### config.mk
export PLATFORM = sky130hd
export DESIGN_NAME = seg_scan_ctrl_flat
export DESIGN_NICKNAME = d
export VERILOG_FILES = /design/src/rtl/seg_scan_if.sv /design/src/rtl/seg_scan_ctrl.sv /design/src/flat_wrapper.sv
export SDC_FILE = /design/constraint.sdc
export NUM_CORES = 1
export LEC_CHECK = 0
export CORE_MARGIN = 2
export CORE_UTILIZATION = 35
export DETAILED_ROUTE_END_ITERATION = 7
export HOLD_SLACK_MARGIN = 0.15
export SYNTH_ARGS = -nofsm -noshare
export SYNTH_HDL_FRONTEND = slang
export SYNTH_SLANG_ARGS = --single-unit
### constraint.sdc
create_clock -name clk -period 2.5 [get_ports clk]
set_input_delay 0.5 -clock clk [delete_from_list [all_inputs] [get_ports clk]]
set_output_delay 0.5 -clock clk [all_outputs]
set_load 0.02 [all_outputs]
### src/rtl/seg_scan_if.sv
// Bus bundle for seg_scan_ctrl: display value/load/blank controls in, scan outputs and debug state out.
// load is a fire-and-forget strobe: every cycle it is high is a transfer, and there is no ready.
interface seg_scan_if #(
  parameter int NUM_DIGITS = 4
);
  logic                    en;
  logic [4*NUM_DIGITS-1:0] value_in;
  logic                    load;
  logic [NUM_DIGITS-1:0]   blank_mask;
  logic [3:0]              nibble_out;
  logic [NUM_DIGITS-1:0]   digit_en_n;
  logic                    frame_done;
  logic                    dbg_state;

  modport master (
    output en, value_in, load, blank_mask,
    input  nibble_out, digit_en_n, frame_done, dbg_state
  );

  modport slave (
    input  en, value_in, load, blank_mask,
    output nibble_out, digit_en_n, frame_done, dbg_state
  );
endinterface

### src/rtl/seg_scan_ctrl.sv
// Multiplexed 7-segment scan controller with guard gaps and frame-aligned double buffering.
// Optional macro LEADING_ZERO_SUPPRESS_EN darkens leading zero digits (digit 0 always shown).
module seg_scan_ctrl #(
  parameter int NUM_DIGITS   = 4,
  parameter int REFRESH_DIV  = 50000,
  parameter int GUARD_CYCLES = 2
) (
  input logic       clk,
  input logic       rst_n,
  seg_scan_if.slave bus
);
  localparam int CNT_SPAN  = (REFRESH_DIV > GUARD_CYCLES) ? REFRESH_DIV : GUARD_CYCLES;
  localparam int CNT_RANGE = (CNT_SPAN < 2) ? 2 : CNT_SPAN;
  localparam int CW        = $clog2(CNT_RANGE);
  localparam int IW        = $clog2((NUM_DIGITS < 2) ? 2 : NUM_DIGITS);
  localparam int DW        = 4 * NUM_DIGITS;

  localparam logic [CW-1:0] DRIVE_LAST = CW'(REFRESH_DIV - 1);
  localparam logic [CW-1:0] GUARD_LAST = CW'((GUARD_CYCLES > 0) ? GUARD_CYCLES - 1 : 0);
  localparam logic [IW-1:0] IDX_LAST   = IW'(NUM_DIGITS - 1);

  typedef enum logic {
    ST_GUARD = 1'b0,
    ST_DRIVE = 1'b1
  } state_t;

  state_t          state, state_nx;
  logic [IW-1:0]   digit_idx, idx_nx;
  logic [CW-1:0]   div_cnt, cnt_nx;
  logic [DW-1:0]   active, active_nx;
  logic [DW-1:0]   pending, pending_nx;
  logic            pend_flag, pend_nx;
  logic            boundary;
  logic [NUM_DIGITS-1:0] dark_mask;
  logic [3:0]            nibble_nx;
  logic [NUM_DIGITS-1:0] en_n_nx;
  logic [3:0]            nibble_q;
  logic [NUM_DIGITS-1:0] en_n_q;
  logic                  frame_done_q;

  // Scan sequencing; a low en parks the scan at GUARD of digit 0.
  always_comb begin
    state_nx = state;
    idx_nx   = digit_idx;
    cnt_nx   = div_cnt + 1'b1;
    boundary = 1'b0;
    if (!bus.en) begin
      state_nx = ST_GUARD;
      idx_nx   = '0;
      cnt_nx   = '0;
    end else begin
      case (state)
        ST_GUARD: begin
          if (div_cnt == GUARD_LAST) begin
            state_nx = ST_DRIVE;
            cnt_nx   = '0;
          end
        end
        ST_DRIVE: begin
          if (div_cnt == DRIVE_LAST) begin
            cnt_nx   = '0;
            state_nx = (GUARD_CYCLES == 0) ? ST_DRIVE : ST_GUARD;
            if (digit_idx == IDX_LAST) begin
              idx_nx   = '0;
              boundary = 1'b1;
            end else begin
              idx_nx = digit_idx + 1'b1;
            end
          end
        end
        default: begin
          state_nx = ST_GUARD;
          cnt_nx   = '0;
        end
      endcase
    end
  end

  // A load on the boundary edge bypasses the pending buffer.
  always_comb begin
    active_nx  = active;
    pending_nx = pending;
    pend_nx    = pend_flag;
    if (boundary) begin
      if (bus.load) begin
        active_nx  = bus.value_in;
        pending_nx = bus.value_in;
      end else if (pend_flag) begin
        active_nx = pending;
      end
      pend_nx = 1'b0;
    end else if (bus.load) begin
      pending_nx = bus.value_in;
      pend_nx    = 1'b1;
    end
  end

`ifdef LEADING_ZERO_SUPPRESS_EN
  logic [NUM_DIGITS-1:0] lz_mask;
  logic                  zero_above;

  always_comb begin
    lz_mask    = '0;
    zero_above = 1'b1;
    for (int i = NUM_DIGITS - 1; i > 0; i--) begin
      zero_above = zero_above & (active_nx[4*i +: 4] == 4'h0);
      lz_mask[i] = zero_above;
    end
  end

  assign dark_mask = bus.blank_mask | lz_mask;
`else
  assign dark_mask = bus.blank_mask;
`endif

  // Outputs are computed from next-state values so they are registered with the state.
  always_comb begin
    nibble_nx = active_nx[{idx_nx, 2'b00} +: 4];
    en_n_nx   = '1;
    if (state_nx == ST_DRIVE && !dark_mask[idx_nx]) begin
      en_n_nx = ~(NUM_DIGITS'(1) << idx_nx);
    end
  end

  always_ff @(posedge clk or negedge rst_n) begin
    if (!rst_n) begin
      state        <= ST_GUARD;
      digit_idx    <= '0;
      div_cnt      <= '0;
      active       <= '0;
      pending      <= '0;
      pend_flag    <= 1'b0;
      nibble_q     <= 4'h0;
      en_n_q       <= '1;
      frame_done_q <= 1'b0;
    end else begin
      state        <= state_nx;
      digit_idx    <= idx_nx;
      div_cnt      <= cnt_nx;
      active       <= active_nx;
      pending      <= pending_nx;
      pend_flag    <= pend_nx;
      nibble_q     <= nibble_nx;
      en_n_q       <= en_n_nx;
      frame_done_q <= boundary;
    end
  end

  assign bus.nibble_out = nibble_q;
  assign bus.digit_en_n = en_n_q;
  assign bus.frame_done = frame_done_q;
  assign bus.dbg_state  = state;
endmodule

### src/flat_wrapper.sv
// flat-port wrapper written by rule: the top's interface ports become plain ports
module seg_scan_ctrl_flat 
#(
  parameter int NUM_DIGITS   = 4,
  parameter int REFRESH_DIV  = 50000,
  parameter int GUARD_CYCLES = 2
)
  (clk, rst_n, bus_en, bus_value_in, bus_load, bus_blank_mask, bus_nibble_out, bus_digit_en_n, bus_frame_done, bus_dbg_state);
  seg_scan_if #(.NUM_DIGITS(NUM_DIGITS)) bus_i ();
  input logic clk;
  input logic rst_n;
  input wire logic [$bits(bus_i.en)-1:0] bus_en;
  input wire logic [$bits(bus_i.value_in)-1:0] bus_value_in;
  input wire logic [$bits(bus_i.load)-1:0] bus_load;
  input wire logic [$bits(bus_i.blank_mask)-1:0] bus_blank_mask;
  output wire logic [$bits(bus_i.nibble_out)-1:0] bus_nibble_out;
  output wire logic [$bits(bus_i.digit_en_n)-1:0] bus_digit_en_n;
  output wire logic [$bits(bus_i.frame_done)-1:0] bus_frame_done;
  output wire logic [$bits(bus_i.dbg_state)-1:0] bus_dbg_state;
  assign bus_i.en = bus_en;
  assign bus_i.value_in = bus_value_in;
  assign bus_i.load = bus_load;
  assign bus_i.blank_mask = bus_blank_mask;
  assign bus_nibble_out = bus_i.nibble_out;
  assign bus_digit_en_n = bus_i.digit_en_n;
  assign bus_frame_done = bus_i.frame_done;
  assign bus_dbg_state = bus_i.dbg_state;
  seg_scan_ctrl #(.NUM_DIGITS(NUM_DIGITS), .REFRESH_DIV(REFRESH_DIV), .GUARD_CYCLES(GUARD_CYCLES)) u_core (.clk(clk), .rst_n(rst_n), .bus(bus_i));
endmodule
==> results of run 1 <==
[through the flow]
stage	cell area [um2]	total power (uW)	std cells	worst slack, ns
6_report	3492	2154	365	0.07222
5_1_grt	3492	2258	365	-0.01639
4_1_cts	3460	2187	365	0.03547
3_5_place_dp	3244	1232	349	-0.1119
3_3_place_gp	3244	1229	349	-0.06268
2_1_floorplan	2655	1134	203	0.06279
[where the power goes]
part	leakage [uW]	switching [uW]	total [uW]	internal (uW)
Sequential	0.000794	15.4	1040	1030
Combinational	0.000613	81.7	171	89.1
Clock	0.0000985	383	942	559
Total	0.00151	480	2150	1670
[repair_timing]
item                                    CTS  global route
endpoints found under the setup margin    0             6
gates resized for setup                   0             9
endpoints found under the hold margin     0             0
[final cells by class]
class                   count  area [um2]
clock inverters             6       87.58
flip-flops and latches     61        1531
fillers                   680        3800
well taps                  99       123.9
repair buffers             53       513.0
clock buffers              10       127.6
multi-input cells         133        1097
inverters                   3       11.26
[cell families after synthesis]
group / Yosys count / synth area share
AOI/OAI and AO/OA: 7 / 0.01649
xor gates and xnor gates: 14 / 0.04618
adders and majority gates: 3 / 0.01414
buffers and inverters: 9 / 0.02215
DFF: 61 / 0.5768
muxes: 43 / 0.1909
and+or+nand+nor: 66 / 0.1334
[placed cells by master, fill, tap and decap left out, types with 4 or more instances in the layout]
| cell | n |
|---|---|
| dfrtp_1 | 57 |
| clkdlybuf4s50_1 | 32 |
| nor2_1 | 25 |
| mux2_2 | 17 |
| buf_4 | 17 |
| mux2_4 | 14 |
| mux2i_1 | 12 |
| nand3_1 | 11 |
| nand2_1 | 9 |
| clkbuf_8 | 9 |
| xnor2_1 | 8 |
| and3_1 | 6 |
| xor2_1 | 6 |
| dfstp_2 | 4 |
[layer usage]
metal / vias to the layer above / share of wire / GRT usage
met2: 33 / 0.44 / 0.1877
met1: 795 / 0.49 / 0.1693
met3: 11 / 0.048 / 0.04979
met4: 0 / 0.023 / 0.06061
met5: - / 0 / 0
li1: 827 / - / -
[state kept, by name (all words and copies together), names as in the netlist]
name / flops
u_core.active: 16
u_core.bus.dbg_state: 1
u_core.bus.digit_en_n: 4
u_core.bus.frame_done: 1
u_core.bus.nibble_out: 4
u_core.digit_idx: 2
u_core.div_cnt: 16
u_core.pend_flag: 1
u_core.pending: 16
[worst max path at each step]
stage	to	depth (start not counted)
after floorplan	u_core.bus.nibble_out[0]	7
after detailed placement	u_core.bus.nibble_out[0]	8
after global placement	u_core.bus.nibble_out[0]	8
final	u_core.bus.nibble_out[3]	7
after CTS	u_core.bus.digit_en_n[1]	6
after global routing	u_core.bus.digit_en_n[1]	6
==> impl_metrics.json, run 1 <==
{
  "ys_seq_area_frac": 0.5768,
  "crit_chain": "or4_4 -> or4_4 -> nor3_4 -> buf_12 -> mux2_2 -> mux2i_1 -> mux2i_1",
  "ys_types": 32,
  "reg2reg_to": "u_core.bus.nibble_out[3]",
  "antenna_found_initial": 0,
  "cp_top_family": "simple AND/OR/NAND/NOR gates",
  "ys_ff_latch": 61,
  "avgSynthCellArea_um2": 13.08,
  "crit_slowest_cell": "or4_4",
  "clock_latency_ns": 0.34,
  "required_ns": 2.73,
  "die_area_um2": 8298,
  "timing.rr.start": "u_core.div_cnt[10]",
  "drive_above_1_share": 0.3083,
  "setup_viol": 0,
  "row_count": 31,
  "grt_pass1_wl_um": 8273,
  "cts_buffer_depth": 2,
  "status": "completed",
  "holdBufCountCts": 0,
  "gr-total-overflow": 0,
  "path_buf_inv": 1,
  "cts_tree": "built",
  "drv_slew": 0,
  "fin_crit_sh": 0.9711,
  "clk_pin_slew_ns": 0.07,
  "n_antenna_cell": 0,
  "crit_start": "u_core.div_cnt[10]",
  "grt_start_max_net_pins": 62,
  "ys_top_cells_by_area": "dfrtp_1 (54%), mux2_2 (8.9%), mux2_4 (5.7%)",
  "drv_cap": 0,
  "netlist_instances": 203,
  "cts_buffers": 9,
  "min_path_type": "in -> async",
  "ys_warn_count": 0,
  "fmax_mhz": 411.9,
  "startpoint_type": "flop",
  "drc": 0,
  "wirelength_um": 4762,
  "utilization": 0.4789,
  "die_h_um": 91.10,
  "worst_pin_slew_ns": 0.4121,
  "power.density_nw_per_um2": 616.8,
  "crit_arrival_ns": 2.65,
  "gp_congestion": 0.7967,
  "dp_hpwl_um": 3278,
  "core_um2": 7292,
  "cts_max_level": 3,
  "cp-end-kind": "flop",
  "fin_tns_setup_ns": 0,
  "rrSetupSlack_ns": 0.07,
  "clock_sinks": 61,
  "ios": 34,
  "synth-edff-count": 0,
  "cpPeakStageDelay_ns": 0.54,
  "syn_to_final_growth_pct": 31.53,
  "grt_pass1_vias": 1742,
  "path_max_fanout": 15,
  "rsz0062_at_grt": "yes",
  "period_minus_slack_ns": 2.428,
  "criticalPathCategory": "reg -> reg",
  "ys_top_cells_by_count": "dfrtp_1 (57), nor2_1 (25), mux2_2 (21)",
  "fin_skew_ns": 0.007528,
  "yosysTopAreaCell": "dfrtp_1",
  "synth_area_um2": 2655,
  "cts_setup_buffers": 0,
  "routed_via_density": 4.564,
  "die_w_um": 91.10,
  "nets": 288,
  "drtIter0Drc": 52,
  "routed-via-count": 1666,
  "start_util": 0.3641,
  "firstDrtPassIters": 4,
  "finalHoldViolCount": 0,
  "root_buffer": "clkbuf_8",
  "leakagePower_uw": 0.001506,
  "hold_slack_ns": 0.1565,
  "synthArstFlopShare": 1.000,
  "io_buffers": 33,
  "yosys.cell_count.top_type": "dfrtp_1",
  "grt_use_total": 0.1291,
  "ir_drop_mv": 0.2209,
  "synth_fp_nets": 230,
  "synth_ff_type": "dfrtp_1",
  "ff2ff_path_depth": 7,
  "max_slew_margin": 0.7247,
  "detail-route-antenna-nets": 0,
  "synth_top_area_frac": 0.5372,
  "avgRoutedWirePerCell_um": 13.05
}
No activity file was read; power rests on OpenSTA's default activity.
==> run 2, diff against run 1 <==
Settings changed: CORE_MARGIN 2 to 5, GPL_TIMING_DRIVEN set to 0.
==> impl_metrics.json, run 2 (synthesis results as in run 1) <==
{
  "status": "complete, but fails checks",
  "violations": "negative setup slack",
  "syn_to_final_growth_pct": 30.87,
  "ios": 34,
  "cts_tree": "built",
  "fmax_mhz": 392.6,
  "cts_buffer_depth": 2,
  "detail-route-antenna-nets": 0,
  "drc": 0,
  "n_antenna_cell": 0,
  "routed_via_density": 4.569,
  "min_path_type": "reg -> reg",
  "fin_skew_ns": 0.008760,
  "drive_above_1_share": 0.2797,
  "die_w_um": 97.10,
  "gp_congestion": 0.8426,
  "drtIter0Drc": 68,
  "core_um2": 7331,
  "drv_slew": 0,
  "worst_path_most_repeated_cell": "or4_4",
  "routed-via-count": 1645,
  "die_area_um2": 9427,
  "seqCellArea_um2": 1531,
  "gr-total-overflow": 0,
  "cts_buffers": 9,
  "avgRoutedWirePerCell_um": 14.33,
  "utilization": 0.4740,
  "dp_hpwl_um": 3390,
  "wirelength_um": 5159,
  "io_buffers": 32,
  "leakagePower_uw": 0.001499,
  "biggestRegsByFlops": "u_core.active (16), u_core.div_cnt (16), u_core.pending (16)",
  "antenna_found_initial": 0,
  "grt_start_max_net_pins": 40,
  "setup_slack_ns": -0.04691,
  "crit_chain": "or4_4 -> or4_4 -> nor3_4 -> buf_12 -> buf_6 -> mux2_2 -> mux2i_2 -> mux2i_1",
  "nFillCells": 668,
  "cts_max_level": 3,
  "timing.rr.start": "u_core.div_cnt[10]",
  "clock_latency_ns": 0.33,
  "ff2ff_path_depth": 8,
  "cp-end-kind": "flop",
  "nets": 284,
  "grt_pass1_vias": 1796,
  "clk_pin_slew_ns": 0.07,
  "path_max_fanout": 4,
  "clock_sinks": 61,
  "rsz0062_at_grt": "yes",
  "start_util": 0.3622,
  "drv_cap": 0,
  "period_minus_slack_ns": 2.547,
  "grt_pass1_wl_um": 8783,
  "fin_crit_sh": 1.019,
  "rrSetupSlack_ns": -0.05,
  "power.density_nw_per_um2": 619.3,
  "fin_tns_setup_ns": -0.1379,
  "firstDrtPassIters": 4,
  "reg2reg_to": "u_core.bus.nibble_out[1]",
  "grt_use_total": 0.1151,
  "setup_viol": 5,
  "root_buffer": "clkbuf_8",
  "row_count": 31,
  "worst_pin_slew_ns": 0.6060,
  "crit_slowest_cell": "or4_4",
  "required_ns": 2.71,
  "crit_start": "u_core.div_cnt[10]",
  "endpoint": "u_core.bus.nibble_out[1]",
  "max_slew_margin": 0.5960,
  "multi_input_area_um2": 1095,
  "finalHoldViolCount": 0,
  "startpoint_type": "flop",
  "die_h_um": 97.10,
  "mostFrequentLayoutCells": "dfrtp_1 (57), clkdlybuf4s50_1 (31), nor2_1 (25), mux2_2 (19), mux2_4 (12)",
  "ir_drop_mv": 0.2493,
  "crit_arrival_ns": 2.75,
  "cpPeakStageDelay_ns": 0.57,
  "final_common_cell": "dfrtp_1",
  "criticalPathCategory": "reg -> reg"
}
## run 2: stage by stage
step           total power [uW]  worst slack [ns]  area [um2]  cells  hold slack, ns
6_report                   2152          -0.04691        3475    360          0.4950
5_1_grt                    2260           -0.1548        3475    360          0.5082
4_1_cts                    2187          -0.09481        3386    356          0.4960
3_5_place_dp               1224           -0.3198        3114    335          0.4786
3_3_place_gp               1218            -1.068        3099    334          0.4761
2_1_floorplan              1134           0.06279        2655    203          0.2044
## run 2: where the power goes
| group | switching (uW) | internal (uW) |
|---|---|---|
| Combinational | 80.2 | 85.3 |
| Sequential | 17.1 | 1030 |
| Clock | 362 | 582 |
| Total | 459 | 1690 |
## run 2: worst max-delay path: cells and delay by family (launching register included)
family / cells / cell delay [ns]
flops: 1 / 0.38
mux: 3 / 0.59
simple gates: 3 / 1.21
buf+inv: 2 / 0.24
## run 2: worst min-delay path by stage
stage | endpoint | slack, ns | depth (start not counted) | startpoint
global route | u_core.active[6] | 0.51 | 1 | u_core.active[6]
global placement | u_core.active[9] | 0.48 | 1 | u_core.active[9]
CTS | u_core.active[14] | 0.50 | 1 | u_core.active[14]
floorplan | u_core.active[0] | 0.20 | 0 | rst_n
finish | u_core.active[6] | 0.49 | 1 | u_core.active[6]
detailed placement | u_core.active[1] | 0.48 | 1 | u_core.active[1]
## run 2: final cells by class
type                       instances  share of cell area
sequential                        61              0.4408
multi-input combinational        133              0.3151
timing repair buffer              43              0.1286
clock buffer                      11             0.04069
tap                               99             0.03565
clock inverter                     4             0.02089
buffer                             6             0.01512
inverter                           3            0.003241
## run 2: timing repair
action,4_1_cts,5_1_grt
gates resized for setup,2,8
hold endpoints to repair,7,0
hold buffers,1,0
buffers inserted,5,3
pin swaps,2,2
cloned,0,1
setup endpoints to repair,16,16
## run 2: metal layers
| layer | up-vias | GRT usage | share of wire |
|---|---|---|---|
| li1 | 812 | - | - |
| met3 | 4 | 0.04379 | 0.046 |
| met4 | 0 | 0.05292 | 0.012 |
| met5 | - | 0 | 0 |
| met2 | 36 | 0.1635 | 0.45 |
| met1 | 793 | 0.1545 | 0.50 |
==> run 3, diff against run 2 <==
Settings changed: CAP_MARGIN set to 25, CORE_UTILIZATION 35 to 45, MAX_ROUTING_LAYER set to met4, PLACE_DENSITY set to 0.7.
==> impl_metrics.json, run 3 (synthesis results as in run 1) <==
{
  "clock_sinks": 61,
  "period_minus_slack_ns": 2.597,
  "die_h_um": 86.81,
  "finalHoldViolCount": 0,
  "drv_cap": 0,
  "fin_tns_setup_ns": -0.3688,
  "wirelength_um": 4946,
  "routed_via_density": 5.087,
  "clock_latency_ns": 0.34,
  "grt_pass1_wl_um": 8245,
  "crit_slowest_cell": "or4_4",
  "die_w_um": 86.81,
  "nets": 282,
  "crit_chain": "or4_4 -> or4_4 -> nor3_4 -> buf_4 -> buf_6 -> mux2_2 -> mux2i_1 -> mux2i_1",
  "final_common_cell": "dfrtp_1",
  "ir_drop_mv": 0.2568,
  "clk_pin_slew_ns": 0.06,
  "min_path_type": "reg -> reg",
  "setup_slack_ns": -0.09683,
  "ios": 34,
  "cts_buffer_depth": 2,
  "cts_max_level": 3,
  "power.density_nw_per_um2": 579.1,
  "root_buffer": "clkbuf_8",
  "startpoint_type": "flop",
  "min_path_cells": 1,
  "io_buffers": 32,
  "min_from": "u_core.div_cnt[0]",
  "reg2reg_to": "u_core.bus.nibble_out[0]",
  "gp_congestion": 0.8516,
  "worst_pin_slew_ns": 0.6158,
  "post_dp_cell_area_um2": 3084,
  "avgRoutedWirePerCell_um": 14.81,
  "cpPeakStageDelay_ns": 0.55,
  "path_max_fanout": 5,
  "cts_buffers": 9,
  "biggestRegsByFlops": "u_core.active (16), u_core.div_cnt (16), u_core.pending (16)",
  "rrSetupSlack_ns": -0.1,
  "timing.rr.start": "u_core.div_cnt[10]",
  "criticalPathCategory": "reg -> reg",
  "firstDrtPassIters": 6,
  "max_slew_margin": 0.5895,
  "fin_crit_sh": 1.039,
  "min_to": "u_core.div_cnt[0]",
  "leakagePower_uw": 0.001450,
  "drtIter0Drc": 61,
  "cp-end-kind": "flop",
  "grt_start_max_net_pins": 42,
  "setup_viol": 4,
  "required_ns": 2.71,
  "cts_tree": "built",
  "ff2ff_path_depth": 8,
  "detail-route-antenna-nets": 0,
  "violations": "negative setup slack",
  "utilization": 0.5740,
  "syn_to_final_growth_pct": 25.73,
  "row_count": 28,
  "fin_skew_ns": 0.007434,
  "grt_use_total": 0.1510,
  "rsz0062_at_grt": "yes",
  "routed-via-count": 1699,
  "dp_hpwl_um": 3304,
  "n_antenna_cell": 0,
  "grt_pass1_vias": 1729,
  "fmax_mhz": 385.1,
  "mostFrequentLayoutCells": "dfrtp_1 (57), clkdlybuf4s50_1 (31), nor2_1 (25), mux2_2 (21)",
  "antenna_found_initial": 0,
  "drive_above_1_share": 0.2625,
  "gr-total-overflow": 0,
  "final_area_um2": 3338,
  "start_util": 0.4565,
  "status": "complete, but fails checks",
  "die_area_um2": 7536,
  "drv_slew": 0,
  "core_um2": 5816,
  "drc": 0,
  "crit_arrival_ns": 2.81
}
-- run 3: worst max path at each step --
stage | startpoint | end | slack [ns] | depth (start not counted)
4_1_cts | u_core.div_cnt[10] | u_core.bus.nibble_out[0] | -0.11 | 7
3_5_place_dp | bus_en | u_core.bus.nibble_out[0] | -0.34 | 8
2_1_floorplan | u_core.div_cnt[11] | u_core.bus.nibble_out[0] | 0.06 | 7
5_1_grt | u_core.div_cnt[10] | u_core.bus.nibble_out[0] | -0.21 | 8
3_3_place_gp | rst_n | u_core.div_cnt[1] | -1.0 | 1
6_report | u_core.div_cnt[10] | u_core.bus.nibble_out[0] | -0.1 | 8
-- run 3: area by class of cell --
type,count,area [um2]
fill,513,2477
sequential,61,1531
multi-input combinational,133,1075
timing repair buffer,41,419.2
clock buffer,13,148.9
tap,75,93.84
buffer,6,48.80
inverter,3,11.26
clock inverter,2,10.01
-- run 3: metal layers --
metal / share of wire / GRT usage / routed length (um) / vias to the layer above
li1: - / - / - / 813
met3: 0.055 / 0.03802 / 274 / 13
met5: 0 / - / 0 / -
met1: 0.46 / 0.1876 / 2270 / 839
met2: 0.45 / 0.2139 / 2249 / 34
met4: 0.031 / 0.1062 / 152 / 0
-- run 3: timing repair --
item,in CTS,in global routing
hold endpoints to repair,16,0
resized for setup,2,3
pin swaps,2,1
endpoints found under the setup margin,16,16
cloned,0,1
hold buffers,1,0
setup buffers,4,2
-- run 3: power by group --
| group | total, uW | internal, uW | switching [uW] |
|---|---|---|---|
| clock network | 723 | 378 | 344 |
| registers | 1040 | 1030 | 17.2 |
| logic | 167 | 85.6 | 81.2 |
| total | 1930 | 1490 | 443 |
-- run 3: critical path: cells and delay by family (launching register included) --
family | cells | cell delay, ns
simple gates | 3 | 1.23
mux | 3 | 0.62
flops | 1 | 0.38
buf+inv | 2 | 0.25
-- run 3: stage by stage --
step           instances  hold slack [ns]  power (uW)  setup slack, ns
2_1_floorplan        203           0.2044        1134          0.06279
3_3_place_gp         310           0.4735        1217          -0.9990
3_5_place_dp         311           0.4788        1224          -0.3443
4_1_cts              331           0.4895        1964          -0.1097
5_1_grt              334           0.5026        2019          -0.2102
6_report             334           0.4911        1933         -0.09683
